--- src/rtl/txfifo_rd_framer_pkg.sv ---
// Shared definitions for the TX FIFO read-side framer: default geometry,
// FSM state encoding and the end-of-packet empty-byte helper.
package txfifo_rd_framer_pkg;

    localparam int TXF_WIDTH   = 256;
    localparam int TXF_MAX_LEN = 9600;
    localparam int TXF_LEN_W   = 16;
    localparam int TXF_BYTES   = 32;
    localparam int TXF_MTY_W   = 5;

    typedef enum logic [1:0] {
        ST_IDLE = 2'd0,
        ST_HDR  = 2'd1,
        ST_DATA = 2'd2,
        ST_DROP = 2'd3
    } state_t;

    // Empty byte lanes in the last word: (32 - len[4:0]) mod 32.
    function automatic logic [TXF_MTY_W-1:0] eop_mty(input logic [TXF_MTY_W-1:0] len_lo);
        return (~len_lo) + 1'b1;
    endfunction

endpackage

--- src/rtl/txfifo_rd_framer_skid_buf2.sv ---
// Two-entry valid/ready buffer. Output is the oldest entry and stays
// stable until it is accepted. Occupancy is exported so the producer can
// budget its in-flight reads; the producer never pushes when it is full.
module tx_skid_buf2 #(
    parameter int PW = 8
) (
    input  logic          clk,
    input  logic          reset_,
    input  logic          push,
    input  logic [PW-1:0] push_data,
    input  logic          out_ready,
    output logic          out_valid,
    output logic [PW-1:0] out_data,
    output logic [1:0]    occ
);

    logic [PW-1:0] mem0_q;
    logic [PW-1:0] mem1_q;
    logic          wr_ptr_q;
    logic          rd_ptr_q;
    logic [1:0]    occ_q;
    logic          pop;

    assign out_valid = (occ_q != 2'd0);
    assign pop       = out_valid & out_ready;
    assign out_data  = rd_ptr_q ? mem1_q : mem0_q;
    assign occ       = occ_q;

    // Storage, pointers and occupancy; push and pop may coincide.
    always_ff @(posedge clk or negedge reset_) begin
        if (!reset_) begin
            mem0_q   <= '0;
            mem1_q   <= '0;
            wr_ptr_q <= 1'b0;
            rd_ptr_q <= 1'b0;
            occ_q    <= 2'd0;
        end else begin
            if (push) begin
                if (wr_ptr_q) mem1_q <= push_data;
                else          mem0_q <= push_data;
                wr_ptr_q <= ~wr_ptr_q;
            end
            if (pop) rd_ptr_q <= ~rd_ptr_q;
            occ_q <= occ_q + {1'b0, push} - {1'b0, pop};
        end
    end

endmodule

--- src/rtl/txfifo_rd_framer.sv ---
// Read side of the TX data FIFO. Pops a header word carrying the frame byte
// length, then ceil(len/32) data words, and presents the frame as a
// valid/ready stream with sop/eop/mty. Illegal lengths raise err_len; an
// over-long frame is read out of the FIFO and discarded.
//
// Handshake: a word moves downstream in every cycle where tx_valid and
// tx_ready are both high. Once tx_valid is raised it stays high, with
// tx_data/sop/eop/mty/len unchanged, until that handshake happens.
//
// fifo_rdreq is built from registered state, the FIFO empty flag and the
// downstream pop only; fifo_q never feeds it. A data read is issued only
// if the skid buffer still has room for it after this cycle's pop and the
// word already returning, so the buffer never overflows and 1 word/clk is
// sustained with tx_ready held high.
module txfifo_rd_framer
    import txfifo_rd_framer_pkg::*;
#(
    parameter int WIDTH   = TXF_WIDTH,
    parameter int MAX_LEN = TXF_MAX_LEN,
    parameter int LEN_W   = TXF_LEN_W
) (
    input  logic                 clk,
    input  logic                 reset_,
    input  logic                 fifo_rdempty,
    output logic                 fifo_rdreq,
    input  logic [WIDTH-1:0]     fifo_q,
    output logic                 tx_valid,
    input  logic                 tx_ready,
    output logic [WIDTH-1:0]     tx_data,
    output logic                 tx_sop,
    output logic                 tx_eop,
    output logic [TXF_MTY_W-1:0] tx_mty,
    output logic [LEN_W-1:0]     tx_len,
    output logic                 err_len,
    output logic [31:0]          frm_cnt,
    output state_t               dbg_state,
    output logic [1:0]           dbg_skid_occ
);

    localparam int CNT_W = LEN_W - 4;
    localparam int PW    = 2 + TXF_MTY_W + LEN_W + WIDTH;

    state_t                 state_q, state_d;
    logic                   en_q;
    logic                   q_vld_q;
    logic [CNT_W-1:0]       rem_issue_q;
    logic [CNT_W-1:0]       rem_ret_q;
    logic [CNT_W-1:0]       words_q;
    logic [LEN_W-1:0]       len_q;
    logic [TXF_MTY_W-1:0]   mty_q;
    logic                   err_q;
    logic                   err_d;
    logic [31:0]            frm_q;
    logic                   rdreq_c;

    logic [LEN_W-1:0]       hdr_len;
    logic [LEN_W:0]         hdr_sum;
    logic [CNT_W-1:0]       hdr_words;
    logic                   hdr_zero;
    logic                   hdr_long;

    logic                   fifo_avail;
    logic                   issue_left;
    logic                   last_ret;
    logic                   pop;
    logic [1:0]             occ;
    logic [2:0]             credit_sum;
    logic                   credit_ok;

    logic                   push;
    logic                   push_sop;
    logic                   push_eop;
    logic [PW-1:0]          push_data;
    logic                   sk_valid;
    logic [PW-1:0]          sk_data;
    logic                   sk_sop;
    logic                   sk_eop;
    logic [TXF_MTY_W-1:0]   sk_mty;

    // Header decode: length sits in the low LEN_W bits of the header word.
    assign hdr_len   = fifo_q[LEN_W-1:0];
    assign hdr_sum   = {1'b0, hdr_len} + (LEN_W+1)'(TXF_BYTES - 1);
    assign hdr_words = CNT_W'(hdr_sum >> 5);
    assign hdr_zero  = (hdr_len == '0);
    assign hdr_long  = (hdr_len > LEN_W'(MAX_LEN));

    // en_q keeps reads off for the first cycle after reset release.
    assign fifo_avail = !fifo_rdempty && en_q;
    assign issue_left = (rem_issue_q != '0);
    // With one-cycle read latency, the final outstanding word is on fifo_q now.
    assign last_ret   = q_vld_q && (rem_ret_q == CNT_W'(1));

    // Slots the buffer will hold after this cycle: occupancy, minus the
    // word leaving now, plus the word arriving on fifo_q now.
    assign pop        = sk_valid & tx_ready;
    assign credit_sum = {1'b0, occ} + {2'b00, q_vld_q} - {2'b00, pop};
    assign credit_ok  = (credit_sum < 3'd2);

    // Next-state and read-request decode.
    always_comb begin
        state_d = state_q;
        rdreq_c = 1'b0;
        err_d   = 1'b0;
        case (state_q)
            ST_IDLE: begin
                if (fifo_avail) begin
                    rdreq_c = 1'b1;
                    state_d = ST_HDR;
                end
            end
            ST_HDR: begin
                if (hdr_zero) begin
                    err_d   = 1'b1;
                    state_d = ST_IDLE;
                end else if (hdr_long) begin
                    err_d   = 1'b1;
                    state_d = ST_DROP;
                end else begin
                    state_d = ST_DATA;
                end
            end
            ST_DATA, ST_DROP: begin
                if (last_ret) begin
                    // Fetch the next header while the buffer drains.
                    if (fifo_avail) begin
                        rdreq_c = 1'b1;
                        state_d = ST_HDR;
                    end else begin
                        state_d = ST_IDLE;
                    end
                end else if (fifo_avail && issue_left &&
                             ((state_q == ST_DROP) || credit_ok)) begin
                    rdreq_c = 1'b1;
                end
            end
            default: state_d = ST_IDLE;
        endcase
    end

    // FSM state, read tracking and per-frame header fields.
    always_ff @(posedge clk or negedge reset_) begin
        if (!reset_) begin
            state_q     <= ST_IDLE;
            en_q        <= 1'b0;
            q_vld_q     <= 1'b0;
            rem_issue_q <= '0;
            rem_ret_q   <= '0;
            words_q     <= '0;
            len_q       <= '0;
            mty_q       <= '0;
            err_q       <= 1'b0;
        end else begin
            state_q <= state_d;
            en_q    <= 1'b1;
            q_vld_q <= rdreq_c;
            err_q   <= err_d;
            if (state_q == ST_HDR) begin
                rem_issue_q <= hdr_words;
                rem_ret_q   <= hdr_words;
                words_q     <= hdr_words;
                len_q       <= hdr_len;
                mty_q       <= eop_mty(hdr_len[TXF_MTY_W-1:0]);
            end else if ((state_q == ST_DATA) || (state_q == ST_DROP)) begin
                if (rdreq_c && issue_left) rem_issue_q <= rem_issue_q - CNT_W'(1);
                if (q_vld_q)               rem_ret_q   <= rem_ret_q - CNT_W'(1);
            end
        end
    end

    // Completed-frame counter, stepped on each eop handshake.
    always_ff @(posedge clk or negedge reset_) begin
        if (!reset_) begin
            frm_q <= '0;
        end else if (tx_valid && tx_ready && tx_eop) begin
            frm_q <= frm_q + 32'd1;
        end
    end

    // Returned data words are tagged and pushed; dropped words are not.
    assign push      = (state_q == ST_DATA) && q_vld_q;
    assign push_sop  = (rem_ret_q == words_q);
    assign push_eop  = (rem_ret_q == CNT_W'(1));
    assign push_data = {push_sop, push_eop, (push_eop ? mty_q : '0), len_q, fifo_q};

    tx_skid_buf2 #(
        .PW (PW)
    ) u_skid (
        .clk       (clk),
        .reset_    (reset_),
        .push      (push),
        .push_data (push_data),
        .out_ready (tx_ready),
        .out_valid (sk_valid),
        .out_data  (sk_data),
        .occ       (occ)
    );

    assign sk_sop = sk_data[PW-1];
    assign sk_eop = sk_data[PW-2];
    assign sk_mty = sk_data[PW-3 -: TXF_MTY_W];

    assign fifo_rdreq   = rdreq_c;
    assign tx_valid     = sk_valid;
    assign tx_data      = sk_data[WIDTH-1:0];
    assign tx_len       = sk_data[WIDTH +: LEN_W];
    assign tx_sop       = sk_valid & sk_sop;
    assign tx_eop       = sk_valid & sk_eop;
    assign tx_mty       = tx_eop ? sk_mty : '0;
    assign err_len      = err_q;
    assign frm_cnt      = frm_q;
    assign dbg_state    = state_q;
    assign dbg_skid_occ = occ;

endmodule

--- config.mk ---
export PLATFORM = sky130hd
export DESIGN_NAME = txfifo_rd_framer
export DESIGN_NICKNAME = d
export VERILOG_FILES = /design/src/rtl/txfifo_rd_framer_pkg.sv /design/src/rtl/txfifo_rd_framer_skid_buf2.sv /design/src/rtl/txfifo_rd_framer.sv
export SDC_FILE = /design/constraint.sdc
export NUM_CORES = 1
export LEC_CHECK = 0
export BUFFER_PORTS_ARGS = -buffer_cell sky130_fd_sc_hd__buf_4
export CAP_MARGIN = 20
export CORE_MARGIN = 10
export CORE_UTILIZATION = 30
export DETAILED_ROUTE_END_ITERATION = 6
export GPL_TIMING_DRIVEN = 0
export PLACE_DENSITY = 0.46
export SYNTH_ARGS = -nofsm -noshare
export SYNTH_HDL_FRONTEND = slang
export SYNTH_HIERARCHICAL = 1
export SYNTH_SLANG_ARGS = --single-unit
--- constraint.sdc ---
create_clock -name clk -period 4.44 [get_ports clk]
set_clock_uncertainty 0.1 [all_clocks]
set_input_delay 0.222 -clock clk [delete_from_list [all_inputs] [get_ports clk]]
set_output_delay 0.222 -clock clk [all_outputs]
set_load 0.01 [all_outputs]
# Word level (Yosys, flattened, before mapping)
# Cells that the tools add are included.
[word_totals]
ff_bits = 656
latchBits = 0
mem_bits_rw = 0
romBits = 0
wordCells = 85
n_memories = 0
[op_classes]
add_sub_neg = 9
multipliers = 0
div_mod_pow = 0
order_cmp = 2
n_eq_ne = 7
shifts = 0
n_mux = 22
bitwise_logic = 6
reduce_logical = 24
[op_table]
columns = ["operator", "n"]
rows = [
  ["$mux W279", 1],
  ["$mux W12", 6],
  ["$add A32 B1 Y32 const B", 1],
  ["$sub A12 B1 Y12 const B", 2],
  ["$add A16 B5 Y17 const B", 1],
  ["$gt A16 B14 Y1 const B", 1],
  ["$logic_not A16 Y1", 1],
  ["$eq A12 B1 Y1 const B", 1],
  ["$eq A12 B12 Y1", 1],
  ["$reduce_bool A12 Y1", 1],
  ["$mux W5", 2],
  ["$reduce_and A2 Y1", 5],
  ["$logic_and A1 B1 Y1", 8],
  ["$mux W1", 8],
  ["$reduce_bool A2 Y1", 4],
  ["$mux W2", 3],
  ["$pmux W2 S3", 1],
  ["$add A5 B1 Y5 const B", 1],
  ["$not A5 Y5", 1],
  ["$eq A2 B2 Y1 const B", 2],
  ["$ne A2 B2 Y1 const B", 2],
  ["$add A2 B1 Y3", 1],
  ["$and A1 B1 Y1", 3],
  ["$lt A3 B2 Y1 const B", 1],
  ["other kinds (10)", 12],
]

# Logic depth before layout (Yosys ltp)
[depth]
word_depth = 13
ltp_mapped = 11
ltp_nobuf = 10

# Hierarchy
# Netlist, hierarchy kept.
[by_module_without_submodules]
columns = ["module", "n_inst", "cells_per_inst", "area_per_inst_um2", "seq_area_each_um2"]
rows = [
  ["tx_skid_buf2", 1, 1503, 24189.4, 14063.5],
  ["txfifo_rd_framer", 1, 505, 4838.4, 2327.2],
]

# Least setup slack after synthesis
# Ideal clock, no wire load.
[synth_timing]
path_kind = "register -> register"
startpoint = "reg u_skid.occ_q[1], in the netlist u_skid/occ[1]"
endpoint = "reg rem_issue_q[8]"
t_arrival_ns = 2.886
t_required_ns = 4.258
setup_slack_ns = 1.372
path_stages_with_launch = 12
n_path_buf = 1
synth_period_minus_slack_ns = 3.068
cell_sequence = "dfrtp_1 -> or2_2 -> and2_1 -> ha_1 -> nor2b_1 -> fa_1 -> xor2_1 -> a21oi_1 -> a211oi_2 -> buf_4 -> a31o_2 -> a31oi_1"
[synth_between]
elab_chain_len = 12
[synth_lines]
columns = ["item", "line_no", "text"]
rows = [
  ["start: declaration", "txfifo_rd_framer_skid_buf2.sv:21", "logic [1:0] occ_q;"],
  ["start signal: assignment", "txfifo_rd_framer_skid_buf2.sv:44", "occ_q <= occ_q + {1'b0, push} - {1'b0, pop};"],
  ["$reduce_bool A2 Y1", "txfifo_rd_framer_skid_buf2.sv:24", "assign out_valid = (occ_q != 2'd0);"],
  ["net tx_valid", "txfifo_rd_framer.sv:27", "output logic tx_valid,"],
  ["$and A1 B1 Y1", "txfifo_rd_framer.sv:95", "assign pop = sk_valid & tx_ready;"],
  ["$sub A3 B1 Y3", "txfifo_rd_framer.sv:96", "assign credit_sum = {1'b0, occ} + {2'b00, q_vld_q} - {2'b00, pop};"],
  ["$lt A3 B2 Y1", "txfifo_rd_framer.sv:97", "assign credit_ok = (credit_sum < 3'd2);"],
  ["$logic_or A1 B1 Y1", "txfifo_rd_framer.sv:132", "((state_q == ST_DROP) || credit_ok)) begin"],
  ["$logic_and A1 B1 Y1", "txfifo_rd_framer.sv:131", "end else if (fifo_avail && issue_left &&"],
  ["$mux W1", "txfifo_rd_framer.sv:131", ""],
  ["$mux W1", "txfifo_rd_framer.sv:123", "if (last_ret) begin"],
  ["$pmux W1 S2", "txfifo_rd_framer.sv:104", "case (state_q)"],
  ["$logic_and A1 B1 Y1", "txfifo_rd_framer.sv:164", "if (rdreq_c && issue_left) rem_issue_q <= rem_issue_q - CNT_W'(1);"],
  ["$reduce_bool A2 Y1 (no source line)", "-", ""],
  ["$reduce_and A2 Y1 (no source line)", "-", ""],
  ["end signal: assignment", "txfifo_rd_framer.sv:158", "rem_issue_q <= hdr_words;"],
  ["end signal: assignment", "txfifo_rd_framer.sv:164", ""],
  ["end: declaration", "txfifo_rd_framer.sv:46", "logic [CNT_W-1:0] rem_issue_q;"],
]
# The timed path passes the listed nets, and every way through them passes these cells.
# A chain may end at the register's enable or synchronous reset.

# Final worst setup path
[layout_timing]
startpoint = "reg u_skid.occ_q[1], in the netlist u_skid/occ[1]"
endpoint = "out fifo_rdreq"
[layout_between]
elab_chain_len = 9
[layout_lines]
columns = ["item", "line_no", "text"]
rows = [
  ["parallel branches: the longest is 2 deep, another holds $add A2 B1 Y3", "-", ""],
  ["$sub A3 B1 Y3 *", "txfifo_rd_framer.sv:96", ""],
  ["$lt A3 B2 Y1 *", "txfifo_rd_framer.sv:97", ""],
  ["$logic_or A1 B1 Y1 *", "txfifo_rd_framer.sv:132", ""],
  ["$logic_and A1 B1 Y1 *", "txfifo_rd_framer.sv:131", ""],
  ["$mux W1 *", "txfifo_rd_framer.sv:131", ""],
  ["$mux W1 *", "txfifo_rd_framer.sv:123", ""],
  ["$pmux W1 S2 *", "txfifo_rd_framer.sv:104", ""],
  ["end: declaration", "txfifo_rd_framer.sv:25", "output logic fifo_rdreq,"],
]
# Mark *: on every way between the ends.

==> flow_metrics.tcl <==
set metrics [dict create \
    syn_to_final_growth_pct 38.8 \
    p_leak_nw 18.2 \
    hold_viol 0 \
    grt_usage_pct 16.4 \
    dr.pass1.iters 4 \
    ys_seq_elements 655 \
    worstPathCellList "or2_2 > and2_1 > ha_1 > nor2b_1 > fa_1 > xor2_1 > a21oi_1 > o211ai_1 > and3_1 > buf_4" \
    drv_slew 0 \
    portBuffers 577 \
    nNetsFinal 3201 \
    path_clk_slew_ns 0.06 \
    max-slew-margin-rel_pct 41.7 \
    dpl.hpwl_mm 68.1 \
    synth_edf_count 0 \
    start_util_pct 30.1 \
    grt_pass1_wl_mm 138 \
    grt_use_met1_pct 19.1 \
    final_area_um2 40300 \
    layout-drive-gt1-share_pct 48.2 \
    rows 114 \
    slowest_stage "a21oi_1" \
    wire_per_inst_um 21.4 \
    antenna_left 0 \
    synth_top_area_share_pct 56.5 \
    slowest_delay_ns 0.50 \
    die_w_um 331 \
    syn_nets 2278 \
    clkSinkCount 655 \
    vias 19700 \
    ys_types 61 \
    drcViolationCount 0 \
    p_total_mw 29.0 \
    insertion_delay_ns 0.63 \
    grt_pass1_vias 22200 \
    core_um2 96300 \
    cp-end-kind "primary output" \
    async_reset_ff_share_pct 100 \
    dpl-instance-area_um2 35100 \
    fin_ws_ns 0.481 \
    layout_min_cycle_time_ns 3.96 \
    antenna_found_initial 5 \
    yosys.area_share.simple_pct 4.26 \
    synth_compound_area_share_pct 1.71 \
    top_usage_layer "met2" \
    cts_root_buf "clkbuf_16" \
    avgSynthCellArea_um2 14.5 \
    ys.flop_type "dfrtp_1" \
    hold_path_class "in -> async" \
    crit_type "reg -> out" \
    grt_max_degree 118 \
    fill_cells 9022 \
    die_h_um 331 \
    crit_required_ns 4.12 \
    yosysTopAreaCell "dfrtp_1" \
    synth_mux_area_share_pct 32.6 \
    routed_via_density 4.61 \
    met3_usage_pct 4.77 \
    gp_congestion 0.793 \
    rsz0062_at_grt "no" \
    synth_common_cells "dfrtp_1, mux2_2, mux2_1, nand2_1, buf_2" \
    clockBufferDepth 3 \
    synth_fa_ha_area_share_pct 0.457 \
    gr-usage-met2_pct 28.2 \
    pre_cts_ws_ns 0.978 \
    routed_wl_mm 91.3 \
    cts-htree-levels 3 \
    overflow 0 \
    cp_max_fo 12 \
    synth_xor_area_share_pct 1.99 \
    numCtsBuffers 79 \
    setup_viol 0 \
    max_freq_ghz 0.253 \
    status "finished clean" \
    fp.dieArea_um2 110000 \
    io_pins 578 \
    cts.repair.resized 0 \
    p_per_area_nw_per_um2 719 \
    drv_cap 0 \
    tightest_slew_ns 0.867 \
    ir_drop_v 0.000345 \
    cts_tree "yes" \
    yosys_warnings 6 \
    drt_iter0_drc 760 \
    worstPathArrival_ns 3.64 \
    syn_inst 2008 \
    ys_top_cells_by_area "dfrtp_1, mux2_2, mux2_1" \
    yosysMostFrequentCell "dfrtp_1" \
    synth_top_family_by_area "multiplexers" \
    finalCritPeriodShare_pct 89.2 \
    start_kind "flop" \
    yosysSeqAreaShare_pct 56.5 \
    synth_area_um2 29000 \
]
## through the flow
step	utilization [%]	setup TNS, ns	cells	hold WS, ns
finish	41.9	0	4270	0.0406
global route	41.9	0	4269	0.0620
CTS	41.9	0	4268	0.0155
detailed placement	36.5	0	3867	0.138
global placement	36.3	-2758.14	3861	0.349
floorplan	-	0	2008	-0.174
## worst max-delay path, delay by kind of cell, from the launching register on
family | cells | cell delay, ns
AND/OR/NAND/NOR | 4 | 0.95
adder cells (fa/ha/maj) | 2 | 0.63
flip-flops | 1 | 0.46
XOR/XNOR | 1 | 0.15
buffers and inverters | 1 | 0.15
AO/OA/AOI/OAI | 2 | 0.67
## flip-flops by register name (all words and copies together), names as in the netlist, 2 cells and up
name	count
dbg_state	2
len_q	16
mty_q	4
u_skid/occ	2
rem_ret_q	12
u_skid/mem1_q	279
words_q	12
u_skid/mem0_q	279
rem_issue_q	12
frm_cnt	32
## power by group
| group | internal, mW | switching, mW |
|---|---|---|
| Sequential | 8.76 | 1.39 |
| Combinational | 6.85 | 5.56 |
| Clock | 3.88 | 2.53 |
| Total | 19.5 | 9.48 |
## metal layers
metal,part of all wire [%],vias to the layer above
met1,39,10000
li1,-,9050
met5,0.034,-
met3,6.9,137
met4,3.5,4
met2,50,469
## path summary, 6_finish.rpt
| kind | from | end | slack (ns) | cells past startpoint |
|---|---|---|---|---|
| max reg2reg | u_skid/occ[1] | rem_issue_q[8] | 0.97 | 11 |
| min in group clk | fifo_q[101] | u_skid/mem0_q[101] | 0.26 | 3 |
| max in group asynchronous | reset_ | len_q[15] | 2.30 | 5 |
| min reg2reg | mty_q[3] | mty_q[3] | 0.36 | 2 |
| min | reset_ | u_skid/mem0_q[144] | 0.04 | 2 |
| max | u_skid/occ[1] | fifo_rdreq | 0.48 | 10 |
## cell type report
cell class / instances / area, um2 / share of cell area, %
flip-flops and latches: 655 / 16400 / 40.7
multi-input cells: 1229 / 11900 / 29.5
repair buffers: 842 / 7100 / 17.6
clock buffers: 120 / 2310 / 5.74
well taps: 1276 / 1600 / 3.96
plain buffers: 108 / 673 / 1.67
clock inverters: 22 / 267 / 0.661
inverters: 16 / 60.1 / 0.149
diodes: 2 / 5.00 / 0.0124
## logic make-up (layout without fill, tap and decap cells)
logic type | after synthesis | count (layout)
fa+ha+maj | 10 | 10
mux | 840 | 840
flops | 655 | 655
simple gates | 242 | 242
other cells | 1 | 3
xor+xnor | 66 | 66
compound gates | 70 | 70
buf+inv | 124 | 1108
## layout by cell type (no fill, tap or decap), drive strengths merged, types with 3 or more instances in the layout
master	Yosys	layout
a211oi	4	4
nand4	23	23
clkinv	0	12
xor2	22	22
dfrtp	655	655
o22a	4	4
o21ai	13	13
bufinv	0	5
nor2b	4	4
and4	4	4
ha	9	9
nand3	17	17
inv	16	19
or3	6	6
o211ai	4	4
xnor2	44	44
dlygate4sd3	0	259
buf	95	678
a31oi	5	5
nor4	6	6
nor3	24	24
and2	12	12
a21oi	13	13
mux2	838	838
a21boi	3	3
and3	14	14
nand2	85	85
clkbuf	13	133
nor2	34	34
o21a	6	6
## repair_timing
item,CTS,global route
hold buffers,259,0
endpoints found under the setup margin,0,0
buffers inserted,0,0
hold endpoints to repair,744,0
Note: power is estimated with default switching activity, not from simulation.
